File: config.mk
export PLATFORM = sky130hd
export DESIGN_NAME = lfsr_ext_counter
export DESIGN_NICKNAME = d
export VERILOG_FILES = /design/src/rtl/lfsr_ext_counter.sv
export SDC_FILE = /design/constraint.sdc
export NUM_CORES = 1
export LEC_CHECK = 0
export ABC_AREA = 1
export CORE_AREA = 2 2 39 41
export DETAILED_ROUTE_END_ITERATION = 10
export DIE_AREA = 0 0 41 43
export GPL_TIMING_DRIVEN = 0
export HOLD_SLACK_MARGIN = 0.05
export PLACE_DENSITY = 0.79
export SLEW_MARGIN = 15
export SYNTH_ARGS = -nofsm -noshare
export SYNTH_HDL_FRONTEND = slang
export SYNTH_SLANG_ARGS = --single-unit
File: constraint.sdc
create_clock -name Clk -period 2.9 [get_ports Clk]
set_input_delay 0.29 -clock Clk [delete_from_list [all_inputs] [get_ports Clk]]
set_output_delay 0.29 -clock Clk [all_outputs]
set_load 0.01 [all_outputs]
File: src/rtl/lfsr_ext_counter.sv
// ---------------------------------------------------------------------------
// LfsrExtCounter (module lfsr_ext_counter)
//
// Purpose:
//   Fibonacci LFSR counter with state extension, so the sequence visits all
//   2^WIDTH patterns (including all-zero). Terminal count produces a
//   combinational carry (Next) for cascading. The counter can wrap or stop
//   once (one-shot, with a sticky Done flag).
//
// Optional feature macro: LFSR_CNT_MATCH_EN
//   Defined     -> Match_Val port exists and replaces the fixed terminal
//                  pattern, turning the wrap mode into a short modulo counter.
//   Not defined -> terminal pattern is fixed at {1'b1, 0...0}.
//
// Ports:
//   Clk        in   clock, all state changes on its rising edge
//   Rst        in   synchronous active-high reset (Q=0, Done=0)
//   CNT        in   count enable, one advance per enabled cycle
//   Load       in   synchronous load strobe (beats CNT)
//   Load_Val   in   [WIDTH] pattern loaded when Load=1
//   Mode       in   0 = wrap, 1 = one-shot
//   Match_Val  in   [WIDTH] terminal pattern (only with LFSR_CNT_MATCH_EN)
//   Q_Out      out  [WIDTH] current LFSR state
//   Next       out  combinational terminal-count carry
//   Done       out  registered sticky one-shot completion flag
// ---------------------------------------------------------------------------
module lfsr_ext_counter #(
  parameter int WIDTH = 6
) (
  input  logic             Clk,
  input  logic             Rst,
  input  logic             CNT,
  input  logic             Load,
  input  logic [WIDTH-1:0] Load_Val,
  input  logic             Mode,
`ifdef LFSR_CNT_MATCH_EN
  input  logic [WIDTH-1:0] Match_Val,
`endif
  output logic [WIDTH-1:0] Q_Out,
  output logic             Next,
  output logic             Done
);

  // Only the widths covered by the primitive-polynomial table are usable.
  if (WIDTH < 3 || WIDTH > 16) begin : g_badWidth
    $error("lfsr_ext_counter: WIDTH must be in 3..16");
  end

  // Tap mask per width; tap t of the polynomial is state bit t-1.
  function automatic logic [15:0] tapMask(input int w);
    case (w)
      3:       tapMask = 16'h0006;
      4:       tapMask = 16'h000C;
      5:       tapMask = 16'h0014;
      6:       tapMask = 16'h0030;
      7:       tapMask = 16'h0060;
      8:       tapMask = 16'h00B8;
      9:       tapMask = 16'h0110;
      10:      tapMask = 16'h0240;
      11:      tapMask = 16'h0500;
      12:      tapMask = 16'h0829;
      13:      tapMask = 16'h100D;
      14:      tapMask = 16'h2015;
      15:      tapMask = 16'h6000;
      16:      tapMask = 16'hD008;
      default: tapMask = 16'h0000;
    endcase
  endfunction

  localparam logic [15:0]      TAP_MASK = tapMask(WIDTH);
  localparam logic [WIDTH-1:0] TAPS     = TAP_MASK[WIDTH-1:0];

  logic [WIDTH-1:0] q_q, q_d;
  logic             done_q, done_d;
  logic [WIDTH-1:0] termPattern;
  logic             feedback;
  logic             atTerm;

`ifdef LFSR_CNT_MATCH_EN
  assign termPattern = Match_Val;
`else
  assign termPattern = {1'b1, {(WIDTH-1){1'b0}}};
`endif

  // The extra XOR with (low bits == 0) splices the all-zero state into the
  // maximal-length cycle: 0 -> 0..01, and {1,0..0} -> 0 instead of 0..01.
  assign feedback = (^(q_q & TAPS)) ^ (q_q[WIDTH-2:0] == '0);
  assign atTerm   = (q_q == termPattern);

  // Carry is suppressed while a load, a completed one-shot or reset is active.
  assign Next = CNT & ~Load & ~done_q & atTerm & ~Rst;

  // Next-state selection: load beats counting; at terminal count the
  // counter either wraps to zero or parks on the terminal pattern and
  // raises Done. Forcing zero on wrap also makes a programmable match
  // behave as a modulo counter.
  always_comb begin
    q_d    = q_q;
    done_d = done_q;
    if (Load) begin
      q_d    = Load_Val;
      done_d = 1'b0;
    end else if (Next) begin
      if (Mode) begin
        done_d = 1'b1;
      end else begin
        q_d = '0;
      end
    end else if (CNT && !done_q) begin
      q_d = {q_q[WIDTH-2:0], feedback};
    end
  end

  // State registers with synchronous reset taking priority over everything.
  always_ff @(posedge Clk) begin
    if (Rst) begin
      q_q    <= '0;
      done_q <= 1'b0;
    end else begin
      q_q    <= q_d;
      done_q <= done_d;
    end
  end

  assign Q_Out = q_q;
  assign Done  = done_q;

endmodule

==> out/metrics.cfg <==
[routing]
drc=0
via_per_inst=4.464
drtIter0Drc=5
vias=491
firstDrtPassIters=2
ant_nets=0
wl_um=1028
wire_per_inst_um=9.345

[worst_setup_path]
crit_arrival_ns=1.75
rr_startpoint=Q_Out[4]
cp-end-kind=output pin
required_ns=2.61
path_class=register to output pin
cp-startpoint=Q_Out[4]
start_kind=register
worst-path-max-fanout=4

[floorplan]
core_area_mm2=0.001384
die_h_um=43
die_w_um=41
boundaryPins=19
start_util_pct=35.90
die_area_mm2=0.001763
rows=14

[final_layout]
seq_area_um2=140.1
antenna_cells=0
post-route-util_pct=52.26
drive_gt1_share_pct=19.15
fill_cells=147
synthToLayoutAreaGrowth_pct=45.59
finish.net_count=107
multi_input_area_um2=294.0

[clocking]
cts_setup_buffers=0
cts_hold_buf=0
htreeDepth=1
clkTransAtPathRegs_ns=0.05
root_buffer=clkbuf_4
ctsResizeCount=0
cts_buffer_depth=2
cts.sinks=7
insertion_delay_ns=0.26
cts_buffers=3
cts_tree=done

[logic_synthesis]
avgSynthCellArea_um2=6.899
synth_top_cell_by_area=dfxtp_1
ys_ff_latch=7
ys_types=19
synth_top_cell_area_share_pct=28.21
yosysWarnings=0
synthesis.nets=84
yosys-top-cells-area=dfxtp_1 (28%), nand2_1 (11%), nor2_1 (8.3%)
syn_area_um2=496.7
netlist_instances=72
ys_seq_area_share_pct=28.21

[sta]
finalWorstSetupSlack_ns=0.8600
fin_crit_sh_pct=70.34
skew_ns=0.006056
worst_hold_slack_ns=0.5235
tightest_slew_ns=0.2225
slew_headroom_pct=85.07
tns_ns=0
setup_viol=0
report.final.slew_viol_count=0
hold_violations=0
rsz0062_at_grt=no
period_minus_slack_ns=2.040
timing.fmax_mhz=490.2

[run]
drv_cap=0

[min_path]
hp-class=register to register
hold_start=Q_Out[4]

[pwr]
p_per_area_mw_per_mm2=403.8
peakVddDrop_v=0.0002561
p_leak_nw=0.3478

[grt]
grt_use_total_pct=14.11
use_met1_pct=14.98
antenna_found_initial=0
overflow=0
grt.met2_usage_pct=22.81
grtUsageMet3_pct=1.571
grt_pass1_vias=447
busiest_layer=met2
grt_pass1_wl_um=1628
grt_max_degree=11

[placed_design]
dp_slack_ns=0.8799
post-dp-hpwl_um=838.3
portBuffers=18
gp_congestion=0.7573

[status]
outcome=finished clean

==> state kept, by name, summed over array words and instances (netlist names) <==
register and count:
Q_Out 6, Done 1
==> worst max-delay path, stage by stage (launching register included) <==
cell and delay (ns):
dfxtp_1 0.33, inv_1 0.10, ha_1 0.20, nand3_4 0.11, nor2_8 0.11, nand2_1 0.08, inv_1 0.05, clkdlybuf4s50_1 0.52
==> Yosys cell counts <==
cell,count
o21ai_1,3
ha_1,1
inv_4,2
nand3_4,2
nand3_2,1
nor2_4,1
inv_2,3
dfxtp_1,7
nor2_8,1
a21oi_1,3
nand4_1,1
nand2_1,14
buf_2,1
nor2_1,11
o21ai_0,6
nand2_4,2
nand2_2,2
nand3_1,2
inv_1,9
==> layout by cell type (no fill, tap or decap), types with 2 or more instances in the layout <==
cell,count
inv_4,2
a21oi_1,3
nand2_1,14
nand2_4,2
inv_2,3
inv_1,9
dfxtp_1,7
clkbuf_4,3
nand3_4,2
nand2_2,2
clkdlybuf4s50_1,18
nand3_1,2
o21ai_0,6
nor2_1,11
o21ai_1,3
==> kinds of logic (layout without fill, tap and decap cells) <==
group | after synthesis | in the layout | synth area share [%]
AND/OR/NAND/NOR | 37 | 37 | 44.58
buffers and inverters | 15 | 37 | 12.59
AO/OA/AOI/OAI | 12 | 12 | 12.09
flip-flops | 7 | 7 | 28.21
adder cells (fa/ha/maj) | 1 | 1 | 2.518
==> metal layers <==
metal  routed length (um)  vias to the layer above
met5                    0                        -
met4                   40                        0
met3                   55                        5
met2                  491                       14
met1                  441                      206
li1                     -                      266
==> final cells by class <==
type | count | share of cell area (%)
Timing Repair Buffer | 18 | 24.91
Buffer | 1 | 0.6920
Multi-Input combinational cell | 50 | 40.66
Tap cell | 16 | 2.768
Sequential cell | 7 | 19.38
Inverter | 14 | 7.958
Clock buffer | 4 | 3.633
==> power breakdown <==
group	switching (mW)	internal (mW)
logic	0.0456	0.0441
registers	0.00618	0.104
clock network	0.0398	0.0527
==> per-stage QoR <==
step,power (mW),instance area [um2],cells
5_1_grt,0.3060,723.2,110
2_1_floorplan,0.1647,496.7,72
6_report,0.2920,723.2,110
4_1_cts,0.2944,723.2,110
3_5_place_dp,0.2023,696.9,106
3_3_place_gp,0.2006,696.9,106
==> path summary, 6_finish.rpt <==
check	slack, ns	to	depth (start not counted)
min reg2reg	0.52	Q_Out[4]	2
max	0.86	Next	7
max reg2reg	1.54	Q_Out[3]	9
min	0.52	Q_Out[4]	2
Power figures use the tool's default switching activity.
